`config.mk`:
```
export PLATFORM = sky130hd
export DESIGN_NAME = fc_flatten_buffer_flat
export DESIGN_NICKNAME = d
export VERILOG_FILES = /design/src/rtl/fc_flatten_buffer_if.sv /design/src/rtl/fc_flatten_buffer.sv /design/src/flat_wrapper.sv
export SDC_FILE = /design/constraint.sdc
export NUM_CORES = 1
export LEC_CHECK = 0
export ABC_AREA = 1
export CAP_MARGIN = 5
export CORE_ASPECT_RATIO = 1.1
export CORE_MARGIN = 2
export CORE_UTILIZATION = 39
export DETAILED_ROUTE_END_ITERATION = 8
export GPL_ROUTABILITY_DRIVEN = 0
export RECOVER_POWER = 100
export SLEW_MARGIN = 40
export SYNTH_ARGS = -nofsm -noshare
export SYNTH_HDL_FRONTEND = slang
export SYNTH_SLANG_ARGS = --single-unit
```
`constraint.sdc`:
```
create_clock -name clk -period 1.8 [get_ports clk]
set_input_delay 0.27 -clock clk [delete_from_list [all_inputs] [get_ports clk]]
set_output_delay 0.27 -clock clk [all_outputs]
set_load 0.01 [all_outputs]
```
`src/rtl/fc_flatten_buffer_if.sv`:
```
`default_nettype none
// ============================================================================
// Module   : fc_flatten_buffer_if
// Brief    : Pixel-beat input and flattened-vector output bundle of the flatten buffer.
// Revision : 1.0
// ============================================================================
interface fc_flatten_buffer_if #(
    parameter int IN_CH = 3,
    parameter int VEC   = 48,
    parameter int BW    = 8
);
    logic                  i_frame_start;
    logic                  i_in_valid;
    logic [IN_CH*BW-1:0]   i_in_fmap;
    logic                  o_ot_valid;
    logic [VEC*BW-1:0]     o_ot_fmap;

    modport master (
        output i_frame_start, i_in_valid, i_in_fmap,
        input  o_ot_valid, o_ot_fmap
    );

    modport slave (
        input  i_frame_start, i_in_valid, i_in_fmap,
        output o_ot_valid, o_ot_fmap
    );
endinterface
`default_nettype wire

```
`src/rtl/fc_flatten_buffer.sv`:
```
`default_nettype none
// ============================================================================
// Module   : fc_flatten_buffer
// Brief    : Packs IN_CH-wide pixel beats into a VEC-element vector for the FC layer.
// Revision : 1.0
// ============================================================================
module fc_flatten_buffer #(
    parameter int IN_CH = 3,
    parameter int VEC   = 48,
    parameter int BW    = 8
) (
    input  wire logic               clk,
    input  wire logic               reset_n,
    fc_flatten_buffer_if.slave      bus,
    output logic                    o_busy,
    output logic                    o_err_partial,
    output logic [7:0]              o_frame_cnt
);
    localparam int BEATS = VEC / IN_CH;
    localparam int SLICE = IN_CH * BW;
    localparam int CW    = (BEATS > 1) ? $clog2(BEATS) : 1;

    typedef enum logic [0:0] {
        ST_EMPTY = 1'b0,
        ST_FILL  = 1'b1
    } state_t;

    state_t            state_q;
    logic [CW-1:0]     cnt_q;
    logic [VEC*BW-1:0] pack_q;
    logic [VEC*BW-1:0] pack_d;
    logic [VEC*BW-1:0] fmap_q;
    logic              valid_q;
    logic              busy_q;
    logic              err_q;
    logic [7:0]        frame_cnt_q;
    logic [CW-1:0]     idx_d;
    logic              last_d;

    // A frame_start beat mid-frame restarts at slot 0; in EMPTY the slot is 0 anyway.
    always_comb begin
        idx_d  = (state_q == ST_FILL && !bus.i_frame_start) ? cnt_q : '0;
        last_d = (idx_d == CW'(BEATS - 1));
        pack_d = pack_q;
        for (int b = 0; b < BEATS; b++) begin
            if (idx_d == CW'(b)) begin
                pack_d[b*SLICE +: SLICE] = bus.i_in_fmap;
            end
        end
    end

    always_ff @(posedge clk or negedge reset_n) begin
        if (!reset_n) begin
            state_q     <= ST_EMPTY;
            cnt_q       <= '0;
            pack_q      <= '0;
            fmap_q      <= '0;
            valid_q     <= 1'b0;
            busy_q      <= 1'b0;
            err_q       <= 1'b0;
            frame_cnt_q <= 8'd0;
        end else begin
            valid_q <= 1'b0;
            err_q   <= 1'b0;
            if (bus.i_in_valid) begin
                pack_q <= pack_d;
                case (state_q)
                    ST_EMPTY: err_q <= 1'b0;
                    ST_FILL:  err_q <= bus.i_frame_start;
                    default:  err_q <= 1'b0;
                endcase
                if (last_d) begin
                    // Output captures the merged vector so the final beat is included.
                    fmap_q      <= pack_d;
                    valid_q     <= 1'b1;
                    frame_cnt_q <= frame_cnt_q + 8'd1;
                    cnt_q       <= '0;
                    state_q     <= ST_EMPTY;
                    busy_q      <= 1'b0;
                end else begin
                    cnt_q   <= idx_d + 1'b1;
                    state_q <= ST_FILL;
                    busy_q  <= 1'b1;
                end
            end
        end
    end

    assign bus.o_ot_valid = valid_q;
    assign bus.o_ot_fmap  = fmap_q;
    assign o_busy         = busy_q;
    assign o_err_partial  = err_q;
    assign o_frame_cnt    = frame_cnt_q;
endmodule
`default_nettype wire

```
`src/flat_wrapper.sv`:
```
// flat-port wrapper written by rule: the top's interface ports become plain ports
module fc_flatten_buffer_flat 
#(
    parameter int IN_CH = 3,
    parameter int VEC   = 48,
    parameter int BW    = 8
)
  (clk, reset_n, o_busy, o_err_partial, o_frame_cnt, bus_i_frame_start, bus_i_in_valid, bus_i_in_fmap, bus_o_ot_valid, bus_o_ot_fmap);
  fc_flatten_buffer_if #(.IN_CH(IN_CH), .VEC(VEC), .BW(BW)) bus_i ();
  input  wire logic clk;
  input  wire logic reset_n;
  output logic o_busy;
  output logic o_err_partial;
  output logic [7:0] o_frame_cnt;
  input wire logic [$bits(bus_i.i_frame_start)-1:0] bus_i_frame_start;
  input wire logic [$bits(bus_i.i_in_valid)-1:0] bus_i_in_valid;
  input wire logic [$bits(bus_i.i_in_fmap)-1:0] bus_i_in_fmap;
  output wire logic [$bits(bus_i.o_ot_valid)-1:0] bus_o_ot_valid;
  output wire logic [$bits(bus_i.o_ot_fmap)-1:0] bus_o_ot_fmap;
  assign bus_i.i_frame_start = bus_i_frame_start;
  assign bus_i.i_in_valid = bus_i_in_valid;
  assign bus_i.i_in_fmap = bus_i_in_fmap;
  assign bus_o_ot_valid = bus_i.o_ot_valid;
  assign bus_o_ot_fmap = bus_i.o_ot_fmap;
  fc_flatten_buffer #(.IN_CH(IN_CH), .VEC(VEC), .BW(BW)) u_core (.clk(clk), .reset_n(reset_n), .bus(bus_i), .o_busy(o_busy), .o_err_partial(o_err_partial), .o_frame_cnt(o_frame_cnt));
endmodule
```
After elaboration in Yosys (flattened, before gate mapping) --
Index checks and enable logic that the tools add are counted.
Word-level totals: bits in registers 783, input bits 28, output and inout port bits 395
Cells by class: $add $sub $neg 2, equality and inequality tests 15, mux-type cells 23, bitwise operators 1, reduce and logical (&&, ||, !) cells 4
Operator list (count):
- 24-bit 2-to-1 mux | 16
- 4-bit == test, second input constant | 8
- 4-bit by 3-bit == test with 1-bit output, second input constant | 4
- 8-bit by 1-bit adder with 8-bit output, second input constant | 1
- 4-bit by 2-bit == test with 1-bit output, second input constant | 2
- 4-bit 2-to-1 mux | 2
- 4-bit by 1-bit adder with 4-bit output, second input constant | 1
- 4-bit by 1-bit == test with 1-bit output, second input constant | 1
- 4-bit logical NOT | 1
- 1-bit 2-to-1 mux | 4
- 1-bit case mux with 2 select lines | 1
- 2-bit AND reduction | 1
- 1-bit logical AND | 1
- 1-bit logical NOT | 1
- 1-bit NOT | 1

Logic depth before layout (Yosys ltp) --
depth in word-level cells 6, mapped depth 12

Least setup slack after synthesis --
No wires, ideal clock.
path kind reg2reg, start point register, netlist name u_core.o_busy, end point register u_core.fmap_q[344], in the netlist u_core.bus.o_ot_fmap[344], arrival time 1918 ps, setup slack -236 ps, stages on the path, launching flop included 12, buffers on the path 3, clock period less this slack 2036 ps, cell sequence dfrtp_1 nand3_1 inv_1 ha_1 buf_1 inv_1 nor2_1 nand2_1 clkbuf_1 clkbuf_1 nand2_1 nand2_1
RTL lines:
- end signal, assigned | RTL line fc_flatten_buffer.sv:74 | fmap_q <= pack_d;
- end, declared | RTL line fc_flatten_buffer.sv:32 | logic [VEC*BW-1:0] fmap_q;

==> run summary <==
The run finished, with violations left. The final reports fail on negative setup slack. The number of core rows came out at ~120. In the post-route analysis, the smallest setup slack over all paths is -104 ps. The clock sink count is roughly 800. The simple-gate portion of the synthesized area came out at roughly 37%.

The number of nets with antenna violations after routing is 0. For this run, the post-layout net count is slightly above 5k. The maximum resistive drop on vdd came out at approximately 0.0006 V. The floorplan die area came out at between 0.09 and 0.1 mm^2. The global-route wire length before repair came out at ~200000 um. The fraction of synthesized area in multiplexers is 0%. The average wire per cell in the routed design is 21.1 um. The highest clock frequency the design can meet came out at ~530 MHz.

The reported max-cap violation count came out at 0. Walking the worst path, the cells encountered are buf_6 > nand4_1 > buf_6 > nor3_4 > buf_6 > clkbuf_16 > buf_16 > clkbuf_16 > nand3_1 > nand2_1. The synthesized area divided by synthesized cell count came out at roughly 7.7 um^2. The endpoint of the most critical register-to-register path is u_core.bus.o_ot_fmap[334].

The number of global-route vias before repair came out at about 32k. Setup repair after global routing could not meet its margin everywhere. The switching part of the total is approximately 28%. The horizontal die dimension came out at about 300 um. The sort of element at the end of the critical path is a flip-flop. On the critical path the largest part of the delay comes from buffers and inverters. The final hold slack came out at about 370 ps. TritonCTS built the clock tree.

The number of iterations in the first detailed-routing pass came out at 8. The startpoint of the lowest-slack register-to-register path is u_core.o_busy. The part of the power in the clock network is between 40% and 50%. The parity-gate share of the synthesized area counting xor and xnor cells came out at less than 1%. Cells with a size suffix above 1 make up ~11% of the layout. The max-slew violation count came out at 0. The instance count after placement with tap cells included came out at ~6.2k. The total setup violations reported at the end of the flow is 207. The maximum clock insertion buffer count came out at 3. The maximum fanout count along the critical path is 7.

The combinational share of power came out at ~15%. The final period demand of the worst path is between 1500 and 2000 ps. Once detailed placement completed, the half-perimeter wirelength came to a little over 80000 um.

The number of antenna violations at the first check in global routing was 6. For this run, the share of the core covered by cells in the final layout is about 53%. The ratio of final minimum period to clock period came out at 106%. Global routing used 27.6% of the available tracks across all layers. The sequential cell area fraction in the yosys report is a little over half.

The total power density per cell area is roughly 940 mW/mm^2. The most critical setup path has its endpoint at u_core.bus.o_ot_fmap[334]. The starting DRC count in detailed routing is 3436. The net load switching power came out at roughly 13000 uW. The setup check on the worst reg-to-reg path leaves a slack of -100 ps.

The logic depth of the worst setup path including buffers came out at 10. The number of nets in the synthesized netlist came out at 4714. The number of placed I/O pins is between 400 and 500.

The starting density of the core came out at 39.4%. The largest stage delay on the critical path is ~420 ps. From synthesis to final layout, the design area changed by 33.4%. The internal power component came out at ~33000 uW. For the worst setup path, the data required time is 2370 ps.

The die extent in y is approximately 320 um. The setup TNS after final layout came out at -9980 ps. In this run the clock root is driven by a sky130_fd_sc_hd__clkbuf_16.

The remaining global-route overflow came out at 0. The post-detailed-routing wire length is 135000 um. After Yosys synthesis, full adders, half adders and majority gates account for 0.139% of the synthesized area. The total number of yosys warnings is 0. The post-synthesis cell area is ~0.036 mm^2.

The slowest stage of the critical path is the sky130_fd_sc_hd__dfrtp_2 cell. The count of buffers inserted at the top-level ports is between 400 and 500. The cell count after synthesis came out at between 4k and 5k. The area of the core came out at about 0.091 mm^2. The number of levels the H-tree was split into is 3.

The clock insertion delay at the later pin of the skew report came out at 630 ps. After synthesis the netlist holds a flip-flop and latch count of between 700 and 800. The final hold violation count came to 0. The unique cell type count in the Yosys netlist came out at 19. Ranked by total cell area, the synthesized netlist is headed by sky130_fd_sc_hd__dfrtp_1, sky130_fd_sc_hd__nand2_1, sky130_fd_sc_hd__nand3_1. Summing the areas of all compound-gate instances in the mapped netlist gives less than 1% of the synthesized area. The post-CTS clock slew at the launch and capture registers of the worst setup and hold paths is 60 ps. In this design, the critical path's most frequently occurring cell is sky130_fd_sc_hd__buf_6. At the pin with the least slew margin, the transition time is roughly 1100 ps.

The share of total power in sequential cells came out at 45.0%. The number of buffers and inverters on the critical path is 6. The largest net degree at the start of global routing is 159. In this run the tightest slew margin relative to its limit is between 20% and 30%. The critical path launch point type is a flip-flop. The TritonCTS buffer count is 86. The share of synthesized area in the top cell type comes to roughly 55%. The dominant combinational cell family by area after synthesis is simple AND/OR/NAND/NOR gates. The biggest area contributor in the post-synthesis netlist is sky130_fd_sc_hd__dfrtp_1. The per-cell via count in the routed design came out at ~5.3. The worst setup skew after layout came out at between 10 and 15 ps.

The critical path in this run is classified as reg2reg. The number of cells on the worst reg-to-reg path is 10. The DRC violations left came out at 0. At the worst endpoint, the arrival time is between 2000 and 2500 ps.

The non-filler instance count after layout came out at 6410. The leakage power figure came out at about 0.027 uW. The total vias in the final route is approximately 34k. The critical path startpoint is u_core.o_busy.

The tightest min-delay check is of the in2async type.
-- logic make-up (layout without fill, tap and decap cells) --
| logic type | after synthesis | in the layout |
|---|---|---|
| other | 0 | 2 |
| XOR/XNOR | 5 | 5 |
| AND/OR/NAND/NOR | 3145 | 3145 |
| buffers and inverters | 736 | 1282 |
| AO/OA/AOI/OAI | 9 | 9 |
| adder cells (fa/ha/maj) | 4 | 4 |
| flip-flops | 783 | 783 |
-- worst min-delay path by stage --
stage               cells after the start                        to    start  slack [ps]
finish                                  2  u_core.bus.o_ot_fmap[56]  reset_n         370
global route                            2  u_core.bus.o_ot_fmap[56]  reset_n         420
CTS                                     2  u_core.bus.o_ot_fmap[56]  reset_n         100
detailed placement                      1  u_core.bus.o_ot_fmap[40]  reset_n         180
global placement                        1  u_core.bus.o_ot_fmap[40]  reset_n         180
floorplan                               0   u_core.bus.o_ot_fmap[0]  reset_n         -30
-- through the flow --
step | total power [uW] | setup slack (ps) | area, um^2
floorplan | 24500 | -0.374 | 36100
global placement | 26800 | -493 | 43500
detailed placement | 27000 | -576 | 43500
CTS | 45300 | -58.3 | 46400
global route | 47400 | -168 | 47900
finish | 45300 | -104 | 47900
-- routing by layer --
layer  track usage [%]  up-vias  share of wire (%)
li1                  -    15756                  -
met1              37.7    16568                 42
met2              43.6     1404                 47
met3              4.25      275                7.4
met4              12.0        4                4.3
met5                 0        -              0.020
-- synth_stat cells --
| master | n |
|---|---|
| sky130_fd_sc_hd__o21ai_2 | 2 |
| sky130_fd_sc_hd__xor2_1 | 1 |
| sky130_fd_sc_hd__clkbuf_1 | 166 |
| sky130_fd_sc_hd__nor2_1 | 8 |
| sky130_fd_sc_hd__dfrtp_1 | 783 |
| sky130_fd_sc_hd__nand4_1 | 8 |
| sky130_fd_sc_hd__buf_1 | 49 |
| sky130_fd_sc_hd__nand3_1 | 1160 |
| sky130_fd_sc_hd__nand2_1 | 1966 |
| sky130_fd_sc_hd__inv_2 | 2 |
| sky130_fd_sc_hd__buf_2 | 96 |
| sky130_fd_sc_hd__nor3_1 | 1 |
| sky130_fd_sc_hd__a21oi_1 | 1 |
| sky130_fd_sc_hd__o21ai_0 | 6 |
| sky130_fd_sc_hd__nor3_2 | 1 |
| sky130_fd_sc_hd__inv_1 | 423 |
| sky130_fd_sc_hd__nor2_2 | 1 |
| sky130_fd_sc_hd__xnor2_1 | 4 |
| sky130_fd_sc_hd__ha_1 | 4 |
-- power by group through the flow --
| stage | logic [uW] | registers [uW] | clock network (uW) |
|---|---|---|---|
| finish | 6590 | 20300 | 18300 |
| global route | 7500 | 20500 | 19400 |
| CTS | 6430 | 20300 | 18600 |
| detailed placement | 6380 | 20600 | 0 |
| global placement | 6240 | 20500 | 0 |
| floorplan | 4080 | 20400 | 0 |
-- timing repair --
action | CTS | global route
endpoints found under the hold margin | 302 | 0
hold buffers | 2 | 0
resized for setup | 395 | 191
setup buffers | 8 | 15
gates cloned | 5 | 30
setup endpoints to repair | 837 | 645
pin swaps | 3 | 80
-- final cells by class --
cell class | count | area (um^2)
diodes | 2 | 5.00
clock buffers | 138 | 2650
clock inverters | 17 | 248
fillers | 8551 | 43300
inverters | 425 | 1610
multi-input cells | 3163 | 14300
flip-flops and latches | 783 | 19600
well taps | 1180 | 1480
repair buffers | 702 | 7970
-- placed cells by master (no fill, tap or decap), drive strengths merged, types with 4 or more instances in the layout --
| cell | count |
|---|---|
| nand2 | 1966 |
| nand3 | 1160 |
| dfrtp | 783 |
| inv | 416 |
| dlygate4sd2 | 340 |
| buf | 221 |
| clkbuf | 196 |
| clkdlybuf4s50 | 78 |
| clkinv | 19 |
| nor2 | 9 |
| nand4 | 8 |
| o21ai | 8 |
| bufinv | 6 |
| xnor2 | 4 |
| ha | 4 |
-- worst reg2reg max path, delay by kind of cell (launching register included) --
family	cells	cell delay, ps
buf+inv	6	950
flops	1	420
simple gates	4	470
-- sequential cells by signal (all words and copies together) (netlist names) --
register,cells
u_core.bus.o_ot_valid,1
u_core.cnt_q,4
u_core.o_err_partial,1
u_core.o_frame_cnt,8
u_core.bus.o_ot_fmap,384
u_core.pack_q,384
u_core.o_busy,1
No activity file was read; power rests on OpenSTA's default activity.
